$ cat config.mk
export PLATFORM = sky130hd
export DESIGN_NAME = logic_unit_pipe_flat
export DESIGN_NICKNAME = d
export VERILOG_FILES = /design/src/rtl/logic_unit_pipe_if.sv /design/src/rtl/logic_unit_pipe.sv /design/src/flat_wrapper.sv
export SDC_FILE = /design/constraint.sdc
export NUM_CORES = 1
export LEC_CHECK = 0
export ABC_AREA = 1
export ABC_CLOCK_PERIOD_IN_PS = 3400
export CORE_MARGIN = 5
export CORE_UTILIZATION = 43
export CTS_BUF_LIST = sky130_fd_sc_hd__clkbuf_4 sky130_fd_sc_hd__clkbuf_8
export DETAILED_ROUTE_END_ITERATION = 10
export PLACE_DENSITY_LB_ADDON = 0.3
export SETUP_SLACK_MARGIN = 0.02
export SYNTH_ARGS = -nofsm -noshare
export SYNTH_HDL_FRONTEND = slang
export SYNTH_SLANG_ARGS = --single-unit
$ cat constraint.sdc
create_clock -name clk -period 3.4 [get_ports clk]
set_input_delay 0.68 -clock clk [delete_from_list [all_inputs] [get_ports clk]]
set_output_delay 0.68 -clock clk [all_outputs]
set_load 0.05 [all_outputs]
$ cat src/rtl/logic_unit_pipe_if.sv
// Handshake bundle between the operand source, the logic unit and the result consumer.
// The slave modport is the unit's view; master is the source/consumer side.
interface logic_unit_pipe_if #(
    parameter int N    = 8,
    parameter int CNTW = 16
) ();
    logic            in_valid;
    logic            in_ready;
    logic [2:0]      op;
    logic [N-1:0]    A;
    logic [N-1:0]    B;
    logic            out_valid;
    logic            out_ready;
    logic [N-1:0]    Y;
    logic            zero;
    logic            ones;
    logic            parity;
    logic            ovf;
    logic [CNTW-1:0] op_count;

    modport slave (
        input  in_valid, op, A, B, out_ready,
        output in_ready, out_valid, Y, zero, ones, parity, ovf, op_count
    );

    modport master (
        output in_valid, op, A, B, out_ready,
        input  in_ready, out_valid, Y, zero, ones, parity, ovf, op_count
    );
endinterface

$ cat src/rtl/logic_unit_pipe.sv
// Single-stage pipelined N-bit bitwise logic unit with status flags and a
// completed-transaction counter.
//
// state | meaning
// EMPTY | no result held, out_valid=0, always ready for a new op
// FULL  | result and flags held in Y, out_valid=1, waiting for out_ready
module logic_unit_pipe #(
    parameter int N    = 8,
    parameter int CNTW = 16
) (
    input  logic               clk,
    input  logic               rst_n,
    logic_unit_pipe_if.slave   bus
);
    typedef enum logic {EMPTY = 1'b0, FULL = 1'b1} state_t;

    localparam logic [N-1:0] MOST_NEG = {1'b1, {(N-1){1'b0}}};

    state_t       state;
    logic         accept;
    logic         drain;
    logic [N-1:0] y_next;
    logic         ovf_next;

    assign bus.in_ready  = (state == EMPTY) || bus.out_ready;
    assign accept        = bus.in_valid && bus.in_ready;
    assign drain         = (state == FULL) && bus.out_ready;
    assign bus.out_valid = (state == FULL);

    always_comb begin
        y_next   = '0;
        ovf_next = 1'b0;
        case (bus.op)
            3'b000: y_next = ~bus.A;
            3'b001: y_next = bus.A & bus.B;
            3'b010: y_next = bus.A | bus.B;
            3'b011: y_next = bus.A ^ bus.B;
            3'b100: y_next = ~(bus.A & bus.B);
            3'b101: y_next = ~(bus.A | bus.B);
            3'b110: y_next = ~(bus.A ^ bus.B);
            default: begin
                // carry out of the increment is intentionally dropped
                y_next   = ~bus.A + {{(N-1){1'b0}}, 1'b1};
                ovf_next = (bus.A == MOST_NEG);
            end
        endcase
    end

    always_ff @(posedge clk or negedge rst_n) begin
        if (!rst_n) begin
            state        <= EMPTY;
            bus.Y        <= '0;
            bus.zero     <= 1'b0;
            bus.ones     <= 1'b0;
            bus.parity   <= 1'b0;
            bus.ovf      <= 1'b0;
            bus.op_count <= '0;
        end else begin
            if (drain)
                bus.op_count <= bus.op_count + {{(CNTW-1){1'b0}}, 1'b1};

            if (accept) begin
                bus.Y      <= y_next;
                bus.zero   <= ~|y_next;
                bus.ones   <= &y_next;
                bus.parity <= ^y_next;
                bus.ovf    <= ovf_next;
            end

            case (state)
                EMPTY: if (accept) state <= FULL;
                FULL:  if (bus.out_ready && !accept) state <= EMPTY;
                default: state <= EMPTY;
            endcase
        end
    end
endmodule

$ cat src/flat_wrapper.sv
// flat-port wrapper written by rule: the top's interface ports become plain ports
module logic_unit_pipe_flat 
#(
    parameter int N    = 8,
    parameter int CNTW = 16
)
  (clk, rst_n, bus_in_valid, bus_op, bus_A, bus_B, bus_out_ready, bus_in_ready, bus_out_valid, bus_Y, bus_zero, bus_ones, bus_parity, bus_ovf, bus_op_count);
  logic_unit_pipe_if #(.N(N), .CNTW(CNTW)) bus_i ();
  input  logic clk;
  input  logic rst_n;
  input wire logic [$bits(bus_i.in_valid)-1:0] bus_in_valid;
  input wire logic [$bits(bus_i.op)-1:0] bus_op;
  input wire logic [$bits(bus_i.A)-1:0] bus_A;
  input wire logic [$bits(bus_i.B)-1:0] bus_B;
  input wire logic [$bits(bus_i.out_ready)-1:0] bus_out_ready;
  output wire logic [$bits(bus_i.in_ready)-1:0] bus_in_ready;
  output wire logic [$bits(bus_i.out_valid)-1:0] bus_out_valid;
  output wire logic [$bits(bus_i.Y)-1:0] bus_Y;
  output wire logic [$bits(bus_i.zero)-1:0] bus_zero;
  output wire logic [$bits(bus_i.ones)-1:0] bus_ones;
  output wire logic [$bits(bus_i.parity)-1:0] bus_parity;
  output wire logic [$bits(bus_i.ovf)-1:0] bus_ovf;
  output wire logic [$bits(bus_i.op_count)-1:0] bus_op_count;
  assign bus_i.in_valid = bus_in_valid;
  assign bus_i.op = bus_op;
  assign bus_i.A = bus_A;
  assign bus_i.B = bus_B;
  assign bus_i.out_ready = bus_out_ready;
  assign bus_in_ready = bus_i.in_ready;
  assign bus_out_valid = bus_i.out_valid;
  assign bus_Y = bus_i.Y;
  assign bus_zero = bus_i.zero;
  assign bus_ones = bus_i.ones;
  assign bus_parity = bus_i.parity;
  assign bus_ovf = bus_i.ovf;
  assign bus_op_count = bus_i.op_count;
  logic_unit_pipe #(.N(N), .CNTW(CNTW)) u_core (.clk(clk), .rst_n(rst_n), .bus(bus_i));
endmodule
==> impl_metrics.json <==
{
  "cts_buffer_depth": 2,
  "power_leakage_nw": 1.61,
  "achievable-frequency_mhz": 338,
  "fp.coreArea_sq_um": 5410,
  "numCtsBuffers": 5,
  "io_buffers": 52,
  "total_neg_setup_slack_ns": 0,
  "power.ir.vdd_worst_mv": 0.403,
  "syn-num-nets": 363,
  "post_drt_wl_per_cell_microns": 12.1,
  "clock_power_share_pct": 26.0,
  "cts_hold_repair.buffers": 0,
  "final_weighted_congestion_of_routability_driven_global_placement": 0.933,
  "share_comb_of_total_power_pct": 44.2,
  "placement_rows": 27,
  "grt_setup_unrepaired": "false",
  "run_status": "finished, final reports clean",
  "power.sequential.fraction_pct": 29.8,
  "ys_async_sr_fraction_pct": 100,
  "yosys_register_bits": 29,
  "synth.distinct_cells": 33,
  "global_route.overflow_total": 0,
  "groute.layer.met3.usage_pct": 3.36,
  "syn2layout_area_growth_pct": 32.3,
  "height_of_the_chip_microns": 83.9,
  "critical_path.max_fanout": 4,
  "finalCoreUtilization_pct": 57.5,
  "route.vias.total": 2232,
  "synthTopCellsByArea": "sky130_fd_sc_hd__dfrtp_1, sky130_fd_sc_hd__ha_1, sky130_fd_sc_hd__nand2_1",
  "groute.layer.met2.usage_pct": 28.7,
  "drt-pass1-iter-count": 4,
  "internal_power_mw": 0.962,
  "finalInstanceArea_sq_um": 3110,
  "num_io_pins": 53,
  "hold_class": "reg2reg",
  "post_layout_nonfiller_instances": 451,
  "slew_hr_pct": 64.0,
  "nets": 424,
  "postSynthAreaPerCell_sq_um": 7.42,
  "synth.most_common_cell": "sky130_fd_sc_hd__nand2_1",
  "setup.worst_path.class": "in2reg",
  "maxCapViolations": 0,
  "layout-drive-gt1-share_pct": 9.50,
  "cell_accounting_for_the_most_synthesized_area": "sky130_fd_sc_hd__dfrtp_1",
  "timing_worst_slew_pin_value_ns": 0.538,
  "timing.final.crit_period_ns": 2.96,
  "hold_violation_total_from_the_final_report": 0,
  "synth_top_cells_by_count": "sky130_fd_sc_hd__nand2_1, sky130_fd_sc_hd__inv_1, sky130_fd_sc_hd__dfrtp_1",
  "synth_largest_type_area_fraction_pct": 30.9,
  "synth_top_flop_cell": "sky130_fd_sc_hd__dfrtp_1",
  "drt_iter0_markers": 105,
  "synth_enable_flop_cells": 0,
  "n_fill_cell": 509,
  "cell_with_the_most_instances_on_the_worst_path": "sky130_fd_sc_hd__nand3_1",
  "clock-sinks": 29,
  "average_vias_per_placed_instance": 4.95,
  "initial_utilization_pct": 43.5,
  "cts_max_level": 2,
  "groute.layer.met1.usage_pct": 18.9,
  "cts_tree": "yes",
  "sequential_to_total_area_share_from_yosys_stat_pct": 30.9,
  "cts-resized-gates": 0,
  "critPathSlowestCell": "sky130_fd_sc_hd__clkdlybuf4s50_1",
  "switching_pwr_mw": 0.661,
  "grt_max_degree": 30,
  "timing.hold.ws_ns": 0.479,
  "timing.critical_path.arrival_ns": 3.13,
  "fp.dieArea_sq_um": 7050,
  "worstPathRequired_ns": 3.57,
  "setup_violations": 0,
  "cp_slowest_stage_delay_ns": 0.46,
  "wire_length_of_the_first_global_routing_pass_microns": 9360,
  "final_antenna_net_count": 0,
  "clkLatencyLatePin_ns": 0.28,
  "critical_path.startpoint_type": "input port",
  "switching_share_pct": 40.7,
  "endpoint_kind": "flip-flop",
  "slew_viol_final": 0,
  "die_width_microns": 83.9,
  "cts_root_buf": "sky130_fd_sc_hd__clkbuf_8",
  "drc_violations": 0,
  "yosys_warnings": 0,
  "clock_transition_at_path_regs_ns": 0.06,
  "post_cts_buffers": 0,
  "antenna_found_initial": 0,
  "hpwlAfterDp_microns": 4480,
  "synthesis.instances": 317,
  "wl_microns": 5450,
  "grt_pass1_vias": 2121,
  "post-place-cells": 443,
  "antenna_cells": 0,
  "post_dp_cell_area_sq_um": 2980,
  "globalRouteTotalUtil_pct": 16.1,
  "grt-busiest-layer": "met2",
  "final.period_utilization_pct": 87.1,
  "path_cells": "clkdlybuf4s50_1, inv_1, ha_1, nand3_1, nor2_1, xor2_1, nand2_1, nand3_1, inv_1, ha_1, xnor2_1, xnor2_1, nand3_1, nand3_1, nand2_1",
  "netlist_area_sq_um": 2350,
  "pwr_density_cell_nw_per_um2": 522,
  "clk_skew_ns": 0.00572
}
[cell usage in the layout (no fill, tap or decap), types with 3 or more instances in the layout]
| cell | n |
|---|---|
| sky130_fd_sc_hd__nand2_1 | 69 |
| sky130_fd_sc_hd__xnor2_1 | 6 |
| sky130_fd_sc_hd__nor2_2 | 3 |
| sky130_fd_sc_hd__clkbuf_8 | 5 |
| sky130_fd_sc_hd__o21ai_1 | 3 |
| sky130_fd_sc_hd__nor3_1 | 4 |
| sky130_fd_sc_hd__xor2_1 | 14 |
| sky130_fd_sc_hd__nand4_1 | 9 |
| sky130_fd_sc_hd__dfrtp_1 | 29 |
| sky130_fd_sc_hd__nor3_2 | 3 |
| sky130_fd_sc_hd__nand3b_1 | 3 |
| sky130_fd_sc_hd__nand2_2 | 6 |
| sky130_fd_sc_hd__ha_1 | 23 |
| sky130_fd_sc_hd__inv_1 | 52 |
| sky130_fd_sc_hd__buf_4 | 6 |
| sky130_fd_sc_hd__nor2_1 | 27 |
| sky130_fd_sc_hd__a21oi_1 | 6 |
| sky130_fd_sc_hd__clkdlybuf4s50_1 | 52 |
| sky130_fd_sc_hd__o21ai_0 | 10 |
| sky130_fd_sc_hd__o22ai_1 | 4 |
| sky130_fd_sc_hd__nand3_1 | 25 |
[sequential cells by signal (all words and copies together) (netlist names)]
signal	flops
u_core.bus.ovf	1
u_core.bus.zero	1
u_core.bus.ones	1
u_core.bus.parity	1
u_core.bus.Y	8
u_core.bus.op_count	16
u_core.bus.out_valid	1
[power by group through the flow]
stage	Clock (mW)	Sequential [mW]	Combinational, mW
after floorplan	0	0.726	0.235
final	0.422	0.483	0.717
after global placement	0	0.484	0.711
after CTS	0.433	0.484	0.723
after detailed placement	0	0.490	0.721
after global routing	0.451	0.492	0.775
[cell families after synthesis]
group	Yosys count	share of synthesized area (%)
AND/OR/NAND/NOR	158	32.3
buffers and inverters	59	10.2
flip-flops	29	30.9
AO/OA/AOI/OAI	27	6.55
adder cells (fa/ha/maj)	23	12.2
XOR/XNOR	20	7.45
multiplexers	1	0.479
[per-layer routing]
layer  vias to the layer above  wire, microns
met4                         0             97
met5                         -              0
met1                      1031           2310
li1                       1126              -
met2                        66           2740
met3                         9            297
[worst max-delay path, delay by kind of cell]
family	cells	cell delay [ns]
fa+ha+maj	2	0.53
simple gates	7	0.71
buf+inv	3	0.67
xor+xnor	3	0.52
[metrics by stage]
step                      total power, mW  setup WS [ns]
final                                1.62          0.439
after global routing                 1.72          0.205
after CTS                            1.64          0.442
after detailed placement             1.21          0.152
after global placement               1.20          0.208
after floorplan                     0.961          0.904
[final timing paths]
check,start,endpoint,slack [ns],cells after the start
worst max-delay path,bus_A[0],u_core.bus.parity,0.44,15
worst min-delay path,u_core.bus.op_count[15],u_core.bus.op_count[15],0.48,1
worst max register to register,u_core.bus.op_count[0],u_core.bus.op_count[12],1.71,9
worst min register to register,u_core.bus.op_count[15],u_core.bus.op_count[15],0.48,1
max in group asynchronous,rst_n,u_core.bus.Y[7],2.36,2
min in group asynchronous,rst_n,u_core.bus.op_count[2],0.77,2
[area by class of cell]
class,instances,area (sq um),share of cell area [%]
clock buffer,5,68.8,2.21
clock inverter,3,65.1,2.09
inverter,55,209,6.72
multi-input combinational,229,1390,44.6
sequential,29,726,23.3
tap,72,90.1,2.90
timing repair buffer,58,566,18.2
Power figures use the tool's default switching activity.
